<file path="config.mk">
export PLATFORM = sky130hd
export DESIGN_NAME = mux_select_scanner
export DESIGN_NICKNAME = d
export VERILOG_FILES = /design/src/rtl/mux_scan_pkg.sv /design/src/rtl/mux_scan_dwell_cnt.sv /design/src/rtl/mux_select_scanner.sv
export SDC_FILE = /design/constraint.sdc
export NUM_CORES = 1
export LEC_CHECK = 0
export CAP_MARGIN = 20
export CORE_UTILIZATION = 49
export CTS_BUF_LIST = sky130_fd_sc_hd__clkbuf_16
export DETAILED_ROUTE_END_ITERATION = 10
export GPL_TIMING_DRIVEN = 0
export PLACE_DENSITY = 0.85
export SYNTH_ARGS = -nofsm -noshare
export SYNTH_HDL_FRONTEND = slang
export SYNTH_SLANG_ARGS = --single-unit
</file>
<file path="constraint.sdc">
create_clock -name clk -period 1.7 [get_ports clk]
set_input_delay 0.255 -clock clk [delete_from_list [all_inputs] [get_ports clk]]
set_output_delay 0.255 -clock clk [all_outputs]
set_load 0.02 [all_outputs]
</file>
<file path="src/rtl/mux_scan_pkg.sv">
// Shared types and sizes for the 4:1 mux select scanner.
package mux_scan_pkg;

    localparam int NUM_CH = 4;
    localparam int SEL_W  = 2;

    typedef logic [SEL_W-1:0] ch_t;

    typedef enum logic [1:0] {
        ST_IDLE = 2'd0,
        ST_SCAN = 2'd1,
        ST_DONE = 2'd2
    } state_t;

endpackage

</file>
<file path="src/rtl/mux_scan_dwell_cnt.sv">
// Dwell counter: counts 0..DWELL-1 while en, wraps to 0 after the last cycle.
// Zero latency on `last`; clr has priority over en.
module mux_scan_dwell_cnt #(
    parameter int DWELL = 2
) (
    input  logic clk,
    input  logic rst,
    input  logic clr,
    input  logic en,
    output logic last
);

    localparam int CNT_W = (DWELL > 1) ? $clog2(DWELL) : 1;
    localparam logic [CNT_W-1:0] LAST_VAL = CNT_W'(DWELL - 1);

    logic [CNT_W-1:0] cnt_q;
    logic [CNT_W-1:0] cnt_d;

    assign last = (cnt_q == LAST_VAL);

    always_comb begin
        cnt_d = cnt_q;
        if (clr) begin
            cnt_d = '0;
        end else if (en) begin
            cnt_d = last ? '0 : cnt_q + CNT_W'(1);
        end
    end

    always_ff @(posedge clk) begin
        if (rst) begin
            cnt_q <= '0;
        end else begin
            cnt_q <= cnt_d;
        end
    end

endmodule

</file>
<file path="src/rtl/mux_select_scanner.sv">
// Sweeps a 4:1 mux through all channels, samples y at the end of each dwell,
// publishes the word with a one-cycle done pulse. Optional: MUX_SCAN_CONT_EN.
module mux_select_scanner
    import mux_scan_pkg::*;
#(
    parameter int DWELL = 2
) (
    input  logic       clk,
    input  logic       rst,
    input  logic       start,
    input  logic       y,
    output logic       s1,
    output logic       s2,
    output logic       busy,
    output logic       done,
    output logic [3:0] sample
);

    state_t            state_q, state_d;
    ch_t               ch_q, ch_d;
    logic [NUM_CH-1:0] shadow_q, shadow_d;
    logic [NUM_CH-1:0] sample_q, sample_d;
    logic              busy_q, busy_d;
    logic              done_q, done_d;
    logic              dwell_last;

    mux_scan_dwell_cnt #(
        .DWELL (DWELL)
    ) u_dwell (
        .clk  (clk),
        .rst  (rst),
        .clr  (state_q != ST_SCAN),
        .en   (state_q == ST_SCAN),
        .last (dwell_last)
    );

    always_comb begin
        state_d  = state_q;
        ch_d     = ch_q;
        shadow_d = shadow_q;
        sample_d = sample_q;
        busy_d   = busy_q;
        done_d   = 1'b0;
        case (state_q)
            ST_IDLE: begin
                if (start) begin
                    state_d = ST_SCAN;
                    ch_d    = '0;
                    busy_d  = 1'b1;
                end
            end
            ST_SCAN: begin
                if (dwell_last) begin
                    shadow_d[ch_q] = y;
                    if (ch_q == ch_t'(NUM_CH - 1)) begin
                        // Publish including the bit captured at this same edge.
                        sample_d = shadow_d;
                        state_d  = ST_DONE;
                        ch_d     = '0;
                        busy_d   = 1'b0;
                        done_d   = 1'b1;
                    end else begin
                        ch_d = ch_q + ch_t'(1);
                    end
                end
            end
            ST_DONE: begin
`ifdef MUX_SCAN_CONT_EN
                if (start) begin
                    state_d = ST_SCAN;
                    ch_d    = '0;
                    busy_d  = 1'b1;
                end else begin
                    state_d = ST_IDLE;
                end
`else
                state_d = ST_IDLE;
`endif
            end
            default: begin
                state_d = ST_IDLE;
                ch_d    = '0;
                busy_d  = 1'b0;
            end
        endcase
    end

    always_ff @(posedge clk) begin
        if (rst) begin
            state_q  <= ST_IDLE;
            ch_q     <= '0;
            shadow_q <= '0;
            sample_q <= '0;
            busy_q   <= 1'b0;
            done_q   <= 1'b0;
        end else begin
            state_q  <= state_d;
            ch_q     <= ch_d;
            shadow_q <= shadow_d;
            sample_q <= sample_d;
            busy_q   <= busy_d;
            done_q   <= done_d;
        end
    end

    assign s1     = ch_q[0];
    assign s2     = ch_q[1];
    assign busy   = busy_q;
    assign done   = done_q;
    assign sample = sample_q;

endmodule
</file>
Word level (Yosys, flattened, before mapping)
Index checks and enable logic that the tools add are counted.
{ "op_classes": {"mux": 17, "bitwise_logic": 3, "eq_ne": 7, "n_addsub": 2, "reduce_logical": 9, "order_cmp": 2} }
{ "ops": {"columns": ["cell", "n"], "rows": [
  ["two-way mux 2 bit", 6],
  ["AND reduction 3 bit", 3],
  ["two-way mux 1 bit", 6],
  ["inequality test 2 bit (second input constant)", 3],
  ["case mux 2 bit (3 select lines)", 1],
  ["bitwise mux 4 bit", 1],
  ["== test 2 bit (second input constant)", 2],
  ["case mux 2 bit (2 select lines)", 1],
  ["AND reduction 4 bit", 1],
  ["less-than comparator 2 x 3 -> 1 bit (second input constant)", 1],
  ["NOT 1 bit", 3],
  ["case mux 1 bit (3 select lines)", 1],
  ["OR reduction 3 bit", 1],
  ["adder 2 x 1 -> 2 bit (second input constant)", 1],
  ["demux 1 bit (select 2 bit)", 1],
  ["== test 2 x 1 -> 1 bit (second input constant)", 1],
  ["greater-or-equal comparator 2 x 1 -> 1 bit (second input constant)", 1],
  ["zero test 2 bit", 1],
  ["inequality test 2 x 1 -> 1 bit (second input constant)", 1],
  ["AND reduction 2 bit", 1],
  ["OR reduction 2 bit", 1],
  ["adder 1 bit (second input constant)", 1],
  ["logical AND 1 bit", 1]
]} }
{ "word_totals": {"in_bits": 4, "wordCells": 47, "register_bits": 15, "out_inout_bits": 8} }

Depth between registers and ports, before layout
{ "depth": {"depth_word": 5, "ltp_mapped": 5, "depth_no_buf": 5} }

By module
From an unflattened synthesis, not the netlist that was laid out.
{ "hier_totals": {"cells_unflattened": 70, "hier_area_um2": 673.1} }
{ "modules_own_cells": {"columns": ["mod", "area_per_inst_um2", "instances", "seq_area_each_um2", "cells_each"], "rows": [
  ["mux_select_scanner", 634.4, 1, 260.2, 67],
  ["mux_scan_dwell_cnt", 38.8, 1, 20.0, 3]
]} }

Worst setup path before layout
OpenSTA, ideal clock, no wires.
{ "synth_timing": {"path_type": "register to register", "from": "register ch_q[0]", "to": "register sample_q[0], in the netlist sample[0]", "period_less_slack_ns": 1.388, "slack_ns": 0.312, "arrival_ns": 1.309, "path_buffers": 1, "setup_ns": 0.080, "t_required_ns": 1.620, "path_stages_with_launch": 6, "path_cell_list": "dfxtp_1 > ha_1 > and4b_1 > buf_4 > nor2_2 > a211oi_2"} }
{ "synth_between": {"elab_chain_cells": 5, "elab_cells_between_ends": 8, "classes_between": "order compare: 2; eq/ne: 1; mux: 3; reduce/logical: 2"} }
{ "synth_rtl": {"columns": ["item", "line_no", "source"], "rows": [
  ["from (decl)", "mux_select_scanner.sv:20", "ch_t ch_q, ch_d;"],
  ["from (signal assigned)", "mux_select_scanner.sv:98", "ch_q <= ch_d;"],
  ["less-than comparator 2 x 3 -> 1 bit (not written as such) / greater-or-equal comparator 2 x 1 -> 1 bit (equally long branches)", "mux_select_scanner.sv:54", "shadow_d[ch_q] = y;"],
  ["logical AND 1 bit (not written as such)", "mux_select_scanner.sv:54", null],
  ["two-way mux 1 bit (not written as such)", "mux_select_scanner.sv:54", null],
  ["demux 1 bit (select 2 bit)", "mux_select_scanner.sv:54", null],
  ["bitwise mux 4 bit", "mux_select_scanner.sv:54", null],
  ["to (signal assigned)", "mux_select_scanner.sv:100", "sample_q <= sample_d;"],
  ["to (decl)", "mux_select_scanner.sv:22", "logic [NUM_CH-1:0] sample_q, sample_d;"]
]} }
Several ways; a longest one is shown, not always the timed one.
A chain may end at the register's enable or synchronous reset.

Worst setup path after layout
{ "layout_timing": {"from": "register ch_q[0]", "to": "output port s1"} }
{ "layout_lines": {"columns": ["item", "line_no", "source"], "rows": [
  ["to (decl)", "mux_select_scanner.sv:12", "output logic s1,"]
]} }
No word-level cell between the ends.

==> metrics.md <==
| Metric | Value |
|---|---|
| Crit path DAT | 1370 ps |
| Critical Path RT | between 1000 and 1500 ps |
| Area grow syn2layout | 26.3% |
| Area of the mapped netlist | 752 sq um |
| CP cell instances | clkdlybuf4s50_1 |
| CTS tree | done |
| Final Core Density | a little over two thirds |
| WL/cell | around 14 um |
| Pin count of the biggest net entering global routing | 11 |
| Worst path depth | 1 |
| Residual DRC | 0 |
| Average cell area after synthesis | 10.4 sq um |
| Clock transition at path regs | roughly 50 ps |
| Crit path time final | 1630 ps |
| I/O Pins | 12 |
| Pint | 0.000696 W |
| Most common cell after layout, fill and taps aside | dfxtp_1 |
| Crit path max-delay family | buffers and inverters |
| Sequential share of power | between 40% and 50% |
| Max frequency | 614 MHz |
| Crit path largest cell delay | roughly 660 ps |
| Synth Register Bits | 15 |
| Pwr dens | between 900 and 1000 nW/um^2 |
| Via/cell ratio | 5.67 |
| Clock power frac | between 50% and 60% |
| Hold Path Depth | 3 |
| Critical Path Fanout Max | 7 |
| Antenna Cells | 0 |
| Slew HR | a little under two thirds |
| Post-cts sizing count | 0 |
| First-pass GRT wire length | 2170 um |
| Maxcap violations | 0 |
| Switching share of power | between 20% and 30% |
| GRT Residual Overflow | 0 |
| Clock buffer count from CTS | 3 |
| Die ar. | 1700 sq um |
| Hold Vio Cnt, Final | 0 |
| Max VDD drop | approximately 600 uV |
| Crit path kind | reg2out |
| Final WL | around 1500 um |
| Nets@finish | 96 |
| Most frequent cells in the layout | dfxtp_1 (15), clkdlybuf4s50_1 (10), mux2i_1 (8) |
| Final worst path period share | about 96% |
| Worst Path Buf+Inv | 1 |
| Initial Util | between 50 and 60% |
| Num rows | 13 |
| H-tree levels | 1 |
| DR vias | about 570 |
| Gate power share | 6.6% |
| R2R depth | 5 |
| Slowest stage cell on the critical path | clkdlybuf4s50_1 |
| # port buffers | 10 |
| Number of global-route vias before repair | ~480 |
| Setup violators final | 0 |
| Slew @ Worst Pin | between 500 and 600 ps |
| Detail Route Antenna Nets | 0 |
| Sink Count | 15 |
| Yosys warns | 0 |
| Dpl hpwl | 930 um |
| Cells after Synth | 72 |
| Post-CTS Setup Bufs | 0 |
| Hold buffer count at CTS | 0 |
| Post-synthesis sequential area ratio | roughly 40% |
| LEAKAGE | 0.392 nW |
| Unrepaired setup endpoints after global routing | false |
| Initial antenna violation count | 0 |
| Clk Tree Root Cell | clkbuf_16 |
| Final TNS setup | 0 ps |
| Max clock buf depth | 2 |
| Total GRT Usage | 20.4% |
| Worst Hold Class | in2reg |
| Die width | between 40 and 50 um |
| Syn Nets | 81 |
| Die span in y | 41.2 um |
| 1st-iter DRT viols | 9 |
| Clk_skew | ~1.0 ps |
| Status | completed |
| Net Sw Power | 0.000180 W |
| Endpoint class of the critical path | primary output |
| Clk_lat worst skew | between 200 and 250 ps |
| Share of post-route cells with drive strength above 1 | between 20% and 30% |
| Core area | around 1400 sq um |
| Final slew viol count | 0 |
| Drt pass-1 iters | 4 |
| Synth cell types | 26 |
| Startpoint types | register |
| Gpl congestion | slightly above 0.7 |
-- power groups by stage --
stage	clock network [W]	logic, W	registers (W)
after detailed placement	0	0.0000565	0.000370
after CTS	0.000453	0.0000579	0.000364
after global placement	0	0.0000558	0.000370
after global routing	0.000472	0.0000623	0.000364
final	0.000454	0.0000577	0.000364
after floorplan	0	0.0000346	0.000373
-- Yosys cell counts --
cell | n | area [sq um]
o21bai_1 | 1 | 7.51
a21oi_1 | 2 | 10.0
and2_1 | 2 | 12.5
nor3_1 | 2 | 10.0
nand4b_1 | 4 | 35.0
o21ai_0 | 1 | 5.00
nand3_1 | 1 | 5.00
clkbuf_1 | 1 | 3.75
a32o_2 | 1 | 11.3
or3b_1 | 1 | 8.76
dfxtp_1 | 15 | 300
nand2_1 | 2 | 7.51
a211oi_2 | 4 | 50.1
buf_4 | 2 | 15.0
buf_1 | 1 | 3.75
nor2_2 | 4 | 25.0
buf_6 | 2 | 22.5
and4b_1 | 1 | 10.0
mux2i_1 | 8 | 80.1
nor4b_1 | 1 | 8.76
nor2b_2 | 1 | 8.76
o21ai_2 | 1 | 8.76
ha_1 | 5 | 62.6
inv_1 | 3 | 11.3
a32o_1 | 1 | 10.0
nor2_1 | 5 | 18.8
-- metal layers --
metal	track usage, %	vias up	share of wire (%)
met3	4.89	5	2.7
met5	0	-	0
li1	-	283	-
met2	30.1	11	46
met4	12.1	0	2.2
met1	26.6	274	49
-- area by class of cell --
class	instances	area, sq um
Fill cell	114	417
Multi-Input combinational cell	48	395
Sequential cell	15	300
Timing Repair Buffer	10	100
Clock buffer	3	75.1
Buffer	6	45.0
Tap cell	15	18.8
Inverter	3	11.3
Clock inverter	1	3.75
-- per-stage QoR --
stage               cell area (sq um)  instances  worst slack (ps)  power [W]  hold slack, ps
floorplan                         752         72               312   0.000408             332
global placement                  871         97               217   0.000426             453
detailed placement                871         97               210   0.000427             467
CTS                               950        101              74.0   0.000875             439
global route                      950        101              30.8   0.000898             459
finish                            950        101              72.3   0.000876             440
-- logic make-up (layout without fill, tap and decap cells) --
kind of cell | count (synthesis) | in the layout | synth area share, %
adders and majority gates | 5 | 5 | 8.32
muxes | 8 | 8 | 10.6
DFF | 15 | 15 | 39.9
and+or+nand+nor | 24 | 24 | 20.0
buffers and inverters | 9 | 23 | 7.49
AOI/OAI and AO/OA | 11 | 11 | 13.6
-- state kept, by name (all words and copies together) (netlist names) --
signal and flops:
shadow_q 4, done 1, busy 1, u_dwell.last 1, sample 4, ch_q 2, state_q 2
-- final timing paths --
path | slack (ps) | to | startpoint
hold reg to reg | 480 | busy$_SDFFE_PP0P_ | busy$_SDFFE_PP0P_
hold / removal | 440 | shadow_q[0]$_SDFFE_PP0P_ | y
setup reg to reg | 270 | sample[1]$_SDFFE_PP0P_ | ch_q[0]$_SDFFE_PP0P_
setup / recovery | 70 | s1 | ch_q[0]$_SDFFE_PP0P_
Power figures use the tool's default switching activity.
